`src/rtl/jk_sequencer.sv`:
```
// jk_sequencer: drives a bank of WIDTH JK flip-flops via j/k/pr_n/cl_n and
//   reads the bank q outputs back on q_fb.
// Latency: LOAD/CLEAR/PRESET finish 2 cycles after start. COUNT S finishes
//   after 2S cycles, or 1 cycle when S=0. Each LOAD retry adds 2 cycles.
// Backpressure: start is accepted only in IDLE. A start while busy is dropped.
//
// Ports:
//   clk, rst_n       clock; asynchronous active-low reset
//   start            command strobe
//   mode             00 LOAD, 01 CLEAR, 10 PRESET, 11 COUNT
//   target           LOAD value or COUNT step count
//   q_fb             bank q outputs
//   j, k, pr_n, cl_n registered bank controls, active only during DRIVE
//   busy, done       command in progress; one-cycle completion pulse
//   error            sticky LOAD verify failure
// Optional feature: define JKSEQ_VERIFY_EN to enable LOAD read-back verify
// with up to MAX_RETRY re-drives.
module jk_sequencer #(
  parameter int WIDTH     = 4,
  parameter int MAX_RETRY = 2
) (
  input  logic             clk,
  input  logic             rst_n,
  input  logic             start,
  input  logic [1:0]       mode,
  input  logic [WIDTH-1:0] target,
  input  logic [WIDTH-1:0] q_fb,
  output logic [WIDTH-1:0] j,
  output logic [WIDTH-1:0] k,
  output logic             pr_n,
  output logic             cl_n,
  output logic             busy,
  output logic             done,
  output logic             error
);

  typedef enum logic [1:0] {IDLE, DRIVE, SETTLE, DONE} state_t;

  localparam logic [1:0] M_LOAD   = 2'b00;
  localparam logic [1:0] M_CLEAR  = 2'b01;
  localparam logic [1:0] M_PRESET = 2'b10;
  localparam logic [1:0] M_COUNT  = 2'b11;

`ifdef JKSEQ_VERIFY_EN
  localparam bit VERIFY = 1'b1;
`else
  localparam bit VERIFY = 1'b0;
`endif

  localparam int RW = (MAX_RETRY > 0) ? $clog2(MAX_RETRY + 1) : 1;

  state_t           state;
  logic [1:0]       mode_q;
  logic [WIDTH-1:0] tgt_q;
  logic [WIDTH-1:0] cnt_q;
  logic [RW-1:0]    retry_q;
  logic             err_q;

  // Command source for the next DRIVE: live inputs when leaving IDLE,
  // latched copies when re-entering from SETTLE.
  logic [1:0]       sel_mode;
  logic [WIDTH-1:0] sel_tgt;
  logic [WIDTH-1:0] drv_j;
  logic [WIDTH-1:0] drv_k;
  logic             drv_pr_n;
  logic             drv_cl_n;
  logic [WIDTH-1:0] tmask;

  assign sel_mode = (state == IDLE) ? mode   : mode_q;
  assign sel_tgt  = (state == IDLE) ? target : tgt_q;

  // Synchronous up-count toggle mask: bit i toggles when all lower bits are 1.
  always_comb begin
    tmask    = '0;
    tmask[0] = 1'b1;
    for (int i = 1; i < WIDTH; i++) begin
      tmask[i] = tmask[i-1] & q_fb[i-1];
    end
  end

  always_comb begin
    drv_j    = '0;
    drv_k    = '0;
    drv_pr_n = 1'b1;
    drv_cl_n = 1'b1;
    case (sel_mode)
      M_LOAD: begin
        // Set bits that must rise, reset bits that must fall, hold the rest.
        drv_j = sel_tgt & ~q_fb;
        drv_k = ~sel_tgt & q_fb;
      end
      M_CLEAR:  drv_cl_n = 1'b0;
      M_PRESET: drv_pr_n = 1'b0;
      default: begin
        drv_j = tmask;
        drv_k = tmask;
      end
    endcase
  end

  always_ff @(posedge clk or negedge rst_n) begin
    if (!rst_n) begin
      state   <= IDLE;
      mode_q  <= M_LOAD;
      tgt_q   <= '0;
      cnt_q   <= '0;
      retry_q <= '0;
      err_q   <= 1'b0;
      j       <= '0;
      k       <= '0;
      pr_n    <= 1'b1;
      cl_n    <= 1'b1;
      busy    <= 1'b0;
      done    <= 1'b0;
    end else begin
      // Bank controls are idle except in the single cycle after entering DRIVE.
      j    <= '0;
      k    <= '0;
      pr_n <= 1'b1;
      cl_n <= 1'b1;
      done <= 1'b0;
      case (state)
        IDLE: begin
          if (start) begin
            mode_q  <= mode;
            tgt_q   <= target;
            cnt_q   <= target;
            retry_q <= '0;
            err_q   <= 1'b0;
            busy    <= 1'b1;
            if (mode == M_COUNT && target == '0) begin
              // Zero-step count skips the bank entirely.
              state <= SETTLE;
            end else begin
              state <= DRIVE;
              j     <= drv_j;
              k     <= drv_k;
              pr_n  <= drv_pr_n;
              cl_n  <= drv_cl_n;
            end
          end
        end
        DRIVE: state <= SETTLE;
        SETTLE: begin
          if (mode_q == M_COUNT) begin
            if (cnt_q > 1) begin
              cnt_q <= cnt_q - 1'b1;
              state <= DRIVE;
              j     <= drv_j;
              k     <= drv_k;
            end else begin
              cnt_q <= '0;
              state <= DONE;
              done  <= 1'b1;
            end
          end else if (VERIFY && mode_q == M_LOAD && q_fb != tgt_q) begin
            if (32'(retry_q) < MAX_RETRY) begin
              retry_q <= retry_q + 1'b1;
              state   <= DRIVE;
              j       <= drv_j;
              k       <= drv_k;
            end else begin
              err_q <= 1'b1;
              state <= DONE;
              done  <= 1'b1;
            end
          end else begin
            state <= DONE;
            done  <= 1'b1;
          end
        end
        DONE: begin
          state <= IDLE;
          busy  <= 1'b0;
        end
        default: state <= IDLE;
      endcase
    end
  end

  assign error = VERIFY & err_q;

endmodule

```
`config.mk`:
```
export PLATFORM = sky130hd
export DESIGN_NAME = jk_sequencer
export DESIGN_NICKNAME = d
export VERILOG_FILES = /design/src/rtl/jk_sequencer.sv
export SDC_FILE = /design/constraint.sdc
export NUM_CORES = 1
export LEC_CHECK = 0
export BUFFER_PORTS_ARGS = -buffer_cell sky130_fd_sc_hd__buf_2
export CAP_MARGIN = 5
export CORE_MARGIN = 1
export CORE_UTILIZATION = 35
export CTS_CLUSTER_SIZE = 10
export DETAILED_ROUTE_END_ITERATION = 6
export PLACE_DENSITY = 0.61
export RECOVER_POWER = 50
export SLEW_MARGIN = 15
export SYNTH_ARGS = -nofsm -noshare
export SYNTH_HDL_FRONTEND = slang
export SYNTH_SLANG_ARGS = --single-unit
```
`constraint.sdc`:
```
create_clock -name clk -period 5.9 [get_ports clk]
set_input_delay 0.295 -clock clk [delete_from_list [all_inputs] [get_ports clk]]
set_output_delay 0.295 -clock clk [all_outputs]
set_load 0.005 [all_outputs]
```
==> impl_metrics.ini <==
[placement]
placed_cells = 182
gp_congestion = 0.792
dpl.hpwl_mm = 1.85
place_ws_ps = 3610
io_buffers = 24

[power_and_ir_drop]
p_per_area_nw_per_um2 = 476
p_leak_nw = 0.652
irDropWorstVdd_mv = 0.187

[sta]
worst_slack_ps = 3570
fin_setup_tns_ps = 0
finalCritPeriodShare_pct = 39.4
hold_viol = 0
max_slew.worst_pin.slew_ps = 1260
rsz0062_at_grt = no
hold_slack_ps = 261
timing.fmax_mhz = 430
maxSlewHeadroom_pct = 15.7
final_max_slew_viol_count = 0
finalSetupViolCount = 0
fin_crit_ps = 2330
fin_skew_ps = 6.82

[cts]
cts_sinks = 24
cts_max_path_buffers = 2
path_clk_slew_ps = 120
tritoncts = done
cts_made_buffers = 3
cts-root-buf = clkbuf_4
cts_setup_buffers = 0
insertion_delay_ps = 310
cts.htree.levels = 1

[synth]
synth_top_area_share_pct = 45.0
yosys.area.top_type = dfrtp_1
synth_area_leaders = dfrtp_1, mux2_2, ha_1
syn_avg_cell_area_sq_um = 10.6
async_flop_share_pct = 100
synth-seq-area-share_pct = 49.3
synthTopCellsByCount = dfrtp_1, a21oi_1, nand2_1
yosysMostFrequentCell = dfrtp_1
syn_nets = 133
synth-edff-count = 0
ys_ff_latch = 24
syn_area_sq_um = 1220
syn_inst = 115
ys_types = 40
synthFlopType = dfrtp_1
yosys_warnings = 0

[die]
die_h_um = 61.1
die_w_um = 61.1
placementRows = 21
core-area_sq_um = 3340
start_util_pct = 36.7
io_pins = 26
die_area_sq_um = 3740

[setup_path]
r2r-start = state[1]
slowest_stage = or4_1
path_max_fanout = 8
worstRegToRegCells = 5
cp.required_ps = 6130
rrSetupSlack_ps = 3570
crit_path_max_incr_delay_ps = 530
r2r-end = j[3]
endpoint_kind = register
crit_chain = nor2_2 -> mux2_2 -> ha_1 -> or4_1 -> a21oi_1
arrival_ps = 2560
worstSetupStartpointType = register
criticalPathCategory = register to register

[route]
drc = 0
ant_nets = 0
wl_per_cell_um = 12.9
wl_mm = 2.42
vias = 985
drt_first_pass_iters = 4
drtIter0Drc = 65
avgViaCountPerCell = 5.27

[final_layout]
final_layout_size_suffix_gt1_share_pct = 27.7
num_antenna_cells = 0
fin_cells = 187
area_delta_synth_final_pct = 15.7
nFillCells = 336
nets = 160

[grt]
grt_pass1_wl_mm = 4.01
grt_max_degree = 25
grt_antenna_before_repair = 0
overflow = 0
grtUsageTotal_pct = 14.1
grt_pass1_vias = 938

[hold_path]
holdPathStages = 3
hold_start = q_fb[1]
hold_end = k[1]
hp-class = primary input to register

[job]
maxCapViolCount = 0

[outcome]
outcome = finished, final reports clean
cell families after synthesis:
kind of cell	count (synthesis)	share of synthesized area (%)
compound gates	30	16.9
simple gates	32	14.1
fa+ha+maj	5	5.11
mux	12	10.5
other cells	1	0.306
flops	24	49.3
buf+inv	11	3.78
worst max path at each step:
stage,from,cells past startpoint,to
3_3_place_gp,state[1],5,j[3]
4_1_cts,state[1],6,j[3]
5_1_grt,state[1],6,j[3]
2_1_floorplan,state[1],5,j[3]
3_5_place_dp,state[1],5,j[3]
6_report,state[1],5,j[3]
state kept, by name (all words and copies together), names as in the netlist:
register / cells
mode_q: 2
j: 4
k: 4
cnt_q: 4
pr_n: 1
tgt_q: 4
busy: 1
state: 2
done: 1
cl_n: 1
power breakdown:
part	total (W)	leakage, nW	switching [W]	internal [W]
combinational	0.000325	0.339	0.000179	0.000146
clock	0.0000712	0.0150	0.0000449	0.0000264
sequential	0.000278	0.297	0.0000478	0.000230
total	0.000674	0.652	0.000272	0.000403
critical path, delay by kind of cell, from the launching register on:
kind                       cells  cell delay [ps]
and+or+nand+nor                2              940
adders and majority gates      1              260
muxes                          1              420
AOI/OAI and AO/OA              1              170
DFF                            1              470
metal layers:
layer / global-route usage (%) / vias up / routed length [um]
met5: 0 / - / 0
met4: 2.92 / 0 / 24
met3: 4.41 / 4 / 128
met2: 24.7 / 32 / 1180
met1: 17.1 / 480 / 1080
li1: - / 469 / -
area by class of cell:
class | instances | area (sq um) | share of cell area, %
tap | 46 | 57.6 | 4.06
multi-input combinational | 80 | 574 | 40.5
timing repair buffer | 25 | 125 | 8.83
clock buffer | 4 | 26.3 | 1.86
inverter | 8 | 30.0 | 2.12
sequential | 24 | 603 | 42.6
cells in the final DEF (no fill, tap or decap), types with 2 or more instances in the layout:
| master | n |
|---|---|
| a22o_1 | 2 |
| or4_1 | 2 |
| mux2_2 | 7 |
| mux2i_1 | 5 |
| dfstp_2 | 2 |
| nand3_1 | 3 |
| o21ai_0 | 2 |
| inv_1 | 8 |
| nor2_1 | 6 |
| o31ai_1 | 2 |
| dfrtp_1 | 22 |
| nand2_1 | 9 |
| or3_2 | 2 |
| clkbuf_1 | 5 |
| ha_1 | 5 |
| clkbuf_4 | 3 |
| a32o_1 | 2 |
| a21oi_1 | 12 |
| buf_2 | 20 |
what timing repair did:
item,in CTS,in global routing
resized for setup,0,0
hold endpoints to repair,22,0
hold buffers,1,0
stage by stage:
stage | utilization (%) | total power [W] | instance area [sq um]
3_3_place_gp | 41.5 | 0.000593 | 1390
5_1_grt | 42.4 | 0.000736 | 1420
2_1_floorplan | - | 0.000517 | 1220
3_5_place_dp | 41.5 | 0.000605 | 1390
4_1_cts | 42.6 | 0.000681 | 1420
6_report | 42.4 | 0.000674 | 1420
Note: power is estimated with default switching activity, not from simulation.
